File: config.mk
export PLATFORM = sky130hd
export DESIGN_NAME = router_out_port
export DESIGN_NICKNAME = d
export VERILOG_FILES = /design/src/rtl/router_pkg.sv /design/src/rtl/router_out_skid.sv /design/src/rtl/router_out_port.sv
export SDC_FILE = /design/constraint.sdc
export NUM_CORES = 1
export LEC_CHECK = 0
export ABC_AREA = 1
export BUFFER_PORTS_ARGS = -buffer_cell sky130_fd_sc_hd__buf_4
export CAP_MARGIN = 20
export CORE_MARGIN = 1
export CORE_UTILIZATION = 53
export DETAILED_ROUTE_END_ITERATION = 7
export GPL_TIMING_DRIVEN = 0
export PLACE_DENSITY = 0.73
export SYNTH_ARGS = -nofsm -noshare
export SYNTH_HDL_FRONTEND = slang
export SYNTH_SLANG_ARGS = --single-unit
File: constraint.sdc
create_clock -name clock -period 1.9 [get_ports clock]
set_input_delay 0.19 -clock clock [delete_from_list [all_inputs] [get_ports clock]]
set_output_delay 0.19 -clock clock [all_outputs]
set_load 0.02 [all_outputs]
File: src/rtl/router_pkg.sv
// Shared types and header field layout for the router output port.
package router_pkg;

    localparam int unsigned TIMEOUT_DEFAULT = 30;
    localparam int unsigned DATA_W          = 8;
    localparam int unsigned LEN_MSB         = 7;
    localparam int unsigned LEN_LSB         = 2;
    localparam int unsigned DEST_MSB        = 1;
    localparam int unsigned LEN_W           = LEN_MSB - LEN_LSB + 1;
    localparam int unsigned DEST_W          = DEST_MSB + 1;
    localparam int unsigned STALL_W         = 5;
    localparam int unsigned OCC_W           = 2;

    typedef enum logic [1:0] {
        HDR = 2'd0,
        PAY = 2'd1,
        PAR = 2'd2
    } frame_state_e;

    // One framed output byte as it sits in the output buffer.
    typedef struct packed {
        logic [DATA_W-1:0] data;
        logic              sop;
        logic              eop;
        logic              err;
        logic [DEST_W-1:0] dest;
    } beat_t;

endpackage

File: src/rtl/router_out_skid.sv
// Two-entry output buffer; the head entry is a plain register so the
// stream outputs come straight from flops.
module router_out_skid
    import router_pkg::*;
(
    input  logic             i_clock,
    input  logic             i_reset,
    input  logic             i_flush,
    input  logic             i_push,
    input  beat_t            i_entry,
    input  logic             i_pop,
    output beat_t            o_head,
    output logic             o_valid,
    output logic [OCC_W-1:0] o_occ
);

    beat_t            r_head;
    beat_t            r_tail;
    beat_t            w_head_nxt;
    beat_t            w_tail_nxt;
    logic [OCC_W-1:0] r_occ;
    logic [OCC_W-1:0] w_occ_nxt;
    logic             r_valid;
    logic             w_pop;

    // Vacated slots are zeroed so outputs read 0 whenever nothing is valid.
    always_comb begin
        w_pop      = i_pop && (r_occ != '0);
        w_head_nxt = r_head;
        w_tail_nxt = r_tail;
        w_occ_nxt  = r_occ;
        if (i_flush) begin
            w_head_nxt = '0;
            w_tail_nxt = '0;
            w_occ_nxt  = '0;
        end else begin
            case ({i_push, w_pop})
                2'b10: begin
                    if (r_occ == '0) begin
                        w_head_nxt = i_entry;
                    end else begin
                        w_tail_nxt = i_entry;
                    end
                    w_occ_nxt = r_occ + OCC_W'(1);
                end
                2'b01: begin
                    w_head_nxt = (r_occ == OCC_W'(2)) ? r_tail : '0;
                    w_tail_nxt = '0;
                    w_occ_nxt  = r_occ - OCC_W'(1);
                end
                2'b11: begin
                    if (r_occ == OCC_W'(2)) begin
                        w_head_nxt = r_tail;
                        w_tail_nxt = i_entry;
                    end else begin
                        w_head_nxt = i_entry;
                    end
                end
                default: begin
                end
            endcase
        end
    end

    always_ff @(posedge i_clock or posedge i_reset) begin
        if (i_reset) begin
            r_head  <= '0;
            r_tail  <= '0;
            r_occ   <= '0;
            r_valid <= 1'b0;
        end else begin
            r_head  <= w_head_nxt;
            r_tail  <= w_tail_nxt;
            r_occ   <= w_occ_nxt;
            r_valid <= (w_occ_nxt != '0);
        end
    end

    assign o_head  = r_head;
    assign o_valid = r_valid;
    assign o_occ   = r_occ;

endmodule

File: src/rtl/router_out_port.sv
// Per-port output drain engine: pops FIFO bytes, frames them into
// header/payload/parity beats, and flushes the FIFO on client stall.
module router_out_port
    import router_pkg::*;
#(
    parameter int unsigned TIMEOUT = TIMEOUT_DEFAULT
) (
    input  logic              clock,
    input  logic              reset,
    input  logic              fifo_empty,
    input  logic [DATA_W-1:0] fifo_data,
    output logic              fifo_rd,
    output logic              soft_reset,
    output logic              m_valid,
    input  logic              m_ready,
    output logic [DATA_W-1:0] m_data,
    output logic              m_sop,
    output logic              m_eop,
    output logic              m_err,
    output logic [DEST_W-1:0] m_dest
);

    frame_state_e       r_state;
    frame_state_e       w_state_nxt;
    logic               r_inflight;
    logic               r_soft_reset;
    logic [LEN_W-1:0]   r_rem;
    logic [DATA_W-1:0]  r_par;
    logic [DEST_W-1:0]  r_dest;
    logic [STALL_W-1:0] r_stall;
    logic               w_capture;
    logic               w_pop;
    logic               w_stalled;
    logic [LEN_W-1:0]   w_hdr_len;
    logic [OCC_W-1:0]   w_occ;
    logic               w_head_valid;
    beat_t              w_entry;
    beat_t              w_head;

    // A byte in flight during the flush cycle belongs to the flushed packet.
    assign w_capture = r_inflight && !r_soft_reset;
    assign w_hdr_len = fifo_data[LEN_MSB:LEN_LSB];
    assign w_pop     = w_head_valid && m_ready;
    assign w_stalled = w_head_valid && !m_ready;

    // Credit: buffered plus in-flight bytes never exceed the two buffer slots.
    assign fifo_rd = !fifo_empty && !r_soft_reset
                     && (({1'b0, w_occ} + {2'b00, r_inflight}) < 3'd2);

    always_ff @(posedge clock or posedge reset) begin
        if (reset) begin
            r_state <= HDR;
        end else begin
            r_state <= w_state_nxt;
        end
    end

    always_comb begin
        w_state_nxt = r_state;
        if (r_soft_reset) begin
            w_state_nxt = HDR;
        end else if (w_capture) begin
            case (r_state)
                HDR:     w_state_nxt = (w_hdr_len == '0) ? PAR : PAY;
                PAY:     w_state_nxt = (r_rem == LEN_W'(1)) ? PAR : PAY;
                PAR:     w_state_nxt = HDR;
                default: w_state_nxt = HDR;
            endcase
        end
    end

    always_comb begin
        w_entry      = '0;
        w_entry.data = fifo_data;
        w_entry.sop  = (r_state == HDR);
        w_entry.eop  = (r_state == PAR);
        w_entry.err  = (r_state == PAR) && (fifo_data != r_par);
        w_entry.dest = (r_state == HDR) ? fifo_data[DEST_MSB:0] : r_dest;
    end

    // Remaining payload count, running parity and latched destination.
    always_ff @(posedge clock or posedge reset) begin
        if (reset) begin
            r_rem  <= '0;
            r_par  <= '0;
            r_dest <= '0;
        end else if (w_capture) begin
            case (r_state)
                HDR: begin
                    r_rem  <= w_hdr_len;
                    r_par  <= fifo_data;
                    r_dest <= fifo_data[DEST_MSB:0];
                end
                PAY: begin
                    r_rem <= r_rem - LEN_W'(1);
                    r_par <= r_par ^ fifo_data;
                end
                default: begin
                end
            endcase
        end
    end

    // Read tracking and stall timeout; the pulse lands on the cycle after
    // the counter reaches TIMEOUT.
    always_ff @(posedge clock or posedge reset) begin
        if (reset) begin
            r_inflight   <= 1'b0;
            r_soft_reset <= 1'b0;
            r_stall      <= '0;
        end else begin
            r_inflight   <= fifo_rd;
            r_soft_reset <= !r_soft_reset && w_stalled
                            && (r_stall == STALL_W'(TIMEOUT - 1));
            if (r_soft_reset || !w_stalled) begin
                r_stall <= '0;
            end else begin
                r_stall <= r_stall + STALL_W'(1);
            end
        end
    end

    router_out_skid u_skid (
        .i_clock (clock),
        .i_reset (reset),
        .i_flush (r_soft_reset),
        .i_push  (w_capture),
        .i_entry (w_entry),
        .i_pop   (w_pop),
        .o_head  (w_head),
        .o_valid (w_head_valid),
        .o_occ   (w_occ)
    );

    assign soft_reset = r_soft_reset;
    assign m_valid    = w_head_valid;
    assign m_data     = w_head.data;
    assign m_sop      = w_head.sop;
    assign m_eop      = w_head.eop;
    assign m_err      = w_head.err;
    assign m_dest     = w_head.dest;

endmodule

# Word level (Yosys, flattened, before mapping)
# Cells that the tools add are included.
[word_totals]
ff_bits = 54
word_cells = 83
out_inout_bits = 16
input_bits = 12
[classes]
order_cmp = 1
n_reduce_logical = 25
muxes = 20
n_eq_ne = 12
n_bitwise = 1
add_sub_neg = 5
[ops]
columns = ["cell", "count"]
rows = [
  ["two-way mux 13 bit", 7],
  ["case mux 13 bit (3 select lines)", 2],
  ["case mux 8 bit (2 select lines)", 1],
  ["two-way mux 2 bit", 6],
  ["case mux 6 bit (2 select lines)", 1],
  ["logical AND 1 bit", 9],
  ["== test 2 bit (second input constant)", 4],
  ["!= test 8 bit", 1],
  ["case mux 2 bit (2 select lines)", 2],
  ["nonzero test 2 bit", 4],
  ["bitwise XOR 8 bit", 1],
  ["== test 6 x 1 -> 1 bit (second input constant)", 1],
  ["logical NOT 6 bit", 1],
  ["!= test 3 x 2 -> 1 bit (second input constant)", 2],
  ["subtractor 6 x 1 -> 6 bit (second input constant)", 1],
  ["adder 5 x 1 -> 5 bit (second input constant)", 1],
  ["== test 5 bit (second input constant)", 1],
  ["two-way mux 5 bit", 1],
  ["== test 2 x 1 -> 1 bit (second input constant)", 2],
  ["logical NOT 1 bit", 4],
  ["logical NOT 2 bit", 2],
  ["AND reduction 2 bit", 2],
  ["nonzero test 4 bit", 1],
  ["adder 2 x 1 -> 3 bit", 1],
  ["6 further kinds", 6],
]

# Logic depth before layout (Yosys ltp)
[depth]
word_depth = 6
depth_mapped = 12
depth_no_buf = 12

# Modules after synthesis
# A second synthesis with hierarchy kept.
[unflattened]
cells_unflattened = 399
area_unflattened_um2 = 3002.9
[by_module_without_submodules]
columns = ["module", "instances", "cells_per_inst", "seq_area_each_um2", "area_per_inst_um2"]
rows = [
  ["router_out_skid", 1, 221, 725.7, 1597.8],
  ["router_out_port", 1, 178, 625.6, 1405.1],
]

# Worst setup path before layout
# No wires, ideal clock.
[synth_timing]
path_type = "reg2reg"
startpoint = "register r_soft_reset (netlist: soft_reset)"
endpoint = "register r_inflight"
path_stages_with_launch = 2
path_slack_ps = -88
t_arrival_ps = 1740
path_buffers = 0
setup_ps = 247
required_ps = 1653
period_less_slack_ps = 1988
path_cell_list = "dfrtp_1 -> a2111oi_0"
[synth_via]
elab_chain_len = 3
[synth_lines]
columns = ["item", "line_no", "source"]
rows = [
  ["from (decl)", "router_out_port.sv:26", "logic r_soft_reset;"],
  ["from (signal assigned)", "router_out_port.sv:113", "r_soft_reset <= !r_soft_reset && w_stalled"],
  ["logical NOT 1 bit", "router_out_port.sv:47", "assign fifo_rd = !fifo_empty && !r_soft_reset"],
  ["logical AND 1 bit", "router_out_port.sv:47", ""],
  ["logical AND 1 bit", "router_out_port.sv:48", "&& (({1'b0, w_occ} + {2'b00, r_inflight}) < 3'd2);"],
  ["net fifo_rd", "router_out_port.sv:12", "output logic fifo_rd,"],
  ["to (signal assigned)", "router_out_port.sv:112", "r_inflight <= fifo_rd;"],
  ["to (decl)", "router_out_port.sv:25", "logic r_inflight;"],
]
# The timed path passes the listed nets, and every way through them passes these cells.
# A chain may end at the register's enable or synchronous reset.

# Worst setup path after layout
[layout_timing]
startpoint = "register r_soft_reset (netlist: soft_reset)"
endpoint = "register u_skid.r_head (netlist bit u_skid.o_head[5])"
[layout_via]
elab_chain_len = 5
elab_cells_between_ends = 10
classes_between = "eq/ne: 4; mux: 2; reduce/logical: 4"
[layout_lines]
columns = ["item", "line_no", "source"]
rows = [
  ["logical NOT 1 bit (*)", "router_out_port.sv:41", "assign w_capture = r_inflight && !r_soft_reset;"],
  ["logical AND 1 bit (*)", "router_out_port.sv:41", ""],
  ["net u_skid.i_push", "router_out_skid.sv:9", "input logic i_push,"],
  ["== test 2 bit or == test 2 x 1 -> 1 bit (tied branches)", "router_out_skid.sv:37", "case ({i_push, w_pop})"],
  ["case mux 13 bit (3 select lines) (tied with other cells)", "router_out_skid.sv:37", ""],
  ["two-way mux 13 bit or AND reduction 2 bit (tied branches)", "n/a", ""],
  ["to (signal assigned)", "router_out_skid.sv:72", "r_head <= w_head_nxt;"],
  ["to (decl)", "router_out_skid.sv:17", "beat_t r_head;"],
]
# Mark *: on every way through the listed nets, which the timed path passes. The rest lies on a longest branch.

==> results.cfg <==
[run_status]
outcome = complete, no violations

[job]
drv_cap = 0

[cells_and_area]
layout.nets = 424
drive_above_1_share_pct = 17.0
finalInstanceArea_um2 = 3300
area_delta_synth_final_pct = 18.1
layout_common_cells = nand2_1, dfrtp_1, inv_1
n_antenna_cell = 0
fillers = 461
fin_cells = 475
final_common_cell = nand2_1

[worst_setup_path]
reg2reg_from = soft_reset
crit_chain = nor2_4, buf_4, ha_4, nor2_1, nor2_2, nand2_1, buf_4, o22ai_1, nand2_1, nand2_1
cpMostUsedCell = nand2_1
slowest_delay_ns = 0.48
crit_end = u_skid.o_head[5]
cp.required_ns = 2.15
r2r_slack_ns = 0.14
cp-startpoint = soft_reset
r2r_end = u_skid.o_head[5]
start_kind = register
slowest_stage = dfrtp_2
worstSetupPathType = register to register
worstPathMaxFanout = 10
reg2reg_depth = 10
crit_path_end_kind = register
critPathArrivalTime_ns = 2.01

[floorplan]
dieArea_um2 = 5570
io_pins = 28
rows = 26
fp.dieW_um = 74.6
start_util_pct = 54.7
die_h_um = 74.6
coreArea_um2 = 5110

[clock_network]
cts-root-buf = clkbuf_8
cts.sinks = 54
cts_buffers = 5
cts_tree = built
clkLatencyLatePin_ns = 0.30
cts.path.max_buffers = 2
cts.clk_slew.worst_paths_ns = 0.09
htree_levels = 2

[sta]
worst_slack_ns = 0.142
tightest_slew_ns = 0.529
maxSlewViolCount = 0
finalClockSkew_ns = 0.00994
max_freq_mhz = 569
whs_ns = 0.0543
final.period_utilization_pct = 92.6
final.min_clock_period_ns = 1.76
finalHoldViolCount = 0
relSlewSlack_pct = 64.7
setup_viol = 0

[synth]
ys_ff_latch = 54
ys_warn_count = 0
postSynthNetCount = 382
synth_area_um2 = 2790
syn_inst = 363
synth_cell_types = 25
syn_avg_cell_area_um2 = 7.70
seq_area_frac_synth_pct = 48.4

[detailed_routing]
drt-initial-drc-count = 143
routed_wl_um = 5890
routedWlPerCell_um = 12.4
route.detailed.drc = 0
vias = 2435
via_per_inst = 5.13
ant_nets = 0
firstDrtPassIters = 4

[global_route]
grt_pass1_vias = 2157
grt_max_degree = 32
antenna_found_initial = 0
grt_overflow = 0
grt_pass1_wl_um = 9750
track_usage_pct = 22.8

[power_and_ir_drop]
p_per_area_nw_per_um2 = 1500
power.leakage_nw = 1.73
total_power_w = 0.00493
irDropWorstVdd_mv = 0.550

[hold_path]
hold_path_class = input pin to register
hp-start = fifo_empty

[placement]
place_inst = 461
port_buffers = 27
dpl_cell_area_um2 = 3110
pre_cts_ws_ns = -0.133
dp_hpwl_um = 4410
place_congestion = 0.820
-- power by group --
| group | switching (W) | internal [W] |
|---|---|---|
| Sequential | 0.000225 | 0.00161 |
| Combinational | 0.00155 | 0.000950 |
| Clock | 0.000350 | 0.000248 |
-- logic make-up (layout without fill, tap and decap cells) --
| logic type | after synthesis | count (layout) | synth area share (%) |
|---|---|---|---|
| XOR/XNOR | 3 | 3 | 0.941 |
| AND/OR/NAND/NOR | 174 | 174 | 25.6 |
| adder cells (fa/ha/maj) | 7 | 7 | 3.13 |
| flip-flops | 54 | 54 | 48.4 |
| AO/OA/AOI/OAI | 63 | 63 | 13.1 |
| buffers and inverters | 62 | 104 | 8.87 |
-- registers in the layout, indices dropped and copies added, names as in the netlist --
name / count
u_skid.o_head: 13
u_skid.r_tail: 13
r_par: 8
r_rem: 6
r_stall: 5
r_dest: 2
r_state: 2
u_skid.o_occ: 2
r_inflight: 1
soft_reset: 1
u_skid.o_valid: 1
-- what timing repair did --
item                       in CTS  in global routing
hold endpoints to repair       23                  0
pin swaps                       1                  2
buffers inserted                1                  5
resized for setup               5                 15
cloned                          0                  0
hold buffers                    1                  0
setup endpoints to repair      23                 23
-- cells in the mapped netlist (all sizes together) --
| master | number | share of area (%) |
|---|---|---|
| nand2 | 117 | 16 |
| dfrtp | 54 | 48 |
| inv | 53 | 7.1 |
| nor2 | 26 | 3.6 |
| o21ai | 25 | 4.5 |
| nand3 | 23 | 4.5 |
| a21oi | 13 | 2.3 |
| a22oi | 11 | 3.0 |
| o22ai | 11 | 2.5 |
| buf | 8 | 1.6 |
| ha | 7 | 3.1 |
| or2 | 4 | 0.90 |
| nand4 | 3 | 0.67 |
| xor2 | 2 | 0.63 |
| a2111oi | 1 | 0.31 |
| clkbuf | 1 | 0.13 |
| nor3 | 1 | 0.18 |
| o211ai | 1 | 0.27 |
| o31ai | 1 | 0.27 |
| xnor2 | 1 | 0.31 |
-- metrics by stage --
step	TNS, ns	util, %
floorplan	0	-
global placement	-20.05	60.5
detailed placement	-2.52	60.9
CTS	0	63.1
global route	-0.104	64.6
finish	0	64.6
-- layout make-up --
class                   count  area (um2)  area share (%)
repair buffers             35         278            8.42
clock inverters             2        10.0           0.303
well taps                  70        87.6            2.65
flip-flops and latches     54        1350            41.0
clock buffers               5        68.8            2.09
inverters                  53         199            6.03
multi-input cells         247        1240            37.7
plain buffers               9        60.1            1.82
-- worst min-delay path by stage --
stage / to / slack, ns / depth (start not counted)
after floorplan: u_skid.r_tail[10] / 0.31 / 2
after global placement: r_inflight / 0.37 / 2
after detailed placement: r_rem[3] / 0.27 / 2
after CTS: r_inflight / 0.05 / 2
after global routing: r_inflight / 0.05 / 2
final: r_inflight / 0.05 / 2
-- per-layer routing --
metal  track usage, %  wire length (um)  vias up
met5                0                 0        -
met4             4.40                24        0
met3             4.61               238        2
met2             37.4              2840       55
met1             31.7              2800     1138
li1                 -                 -     1240
-- critical path: cells and delay by family, from the launching register on --
kind	cells	cell delay, ns
and+or+nand+nor	6	0.56
buffers and inverters	2	0.32
adders and majority gates	1	0.14
AOI/OAI and AO/OA	1	0.19
DFF	1	0.48
(Power assumes the default switching activity.)
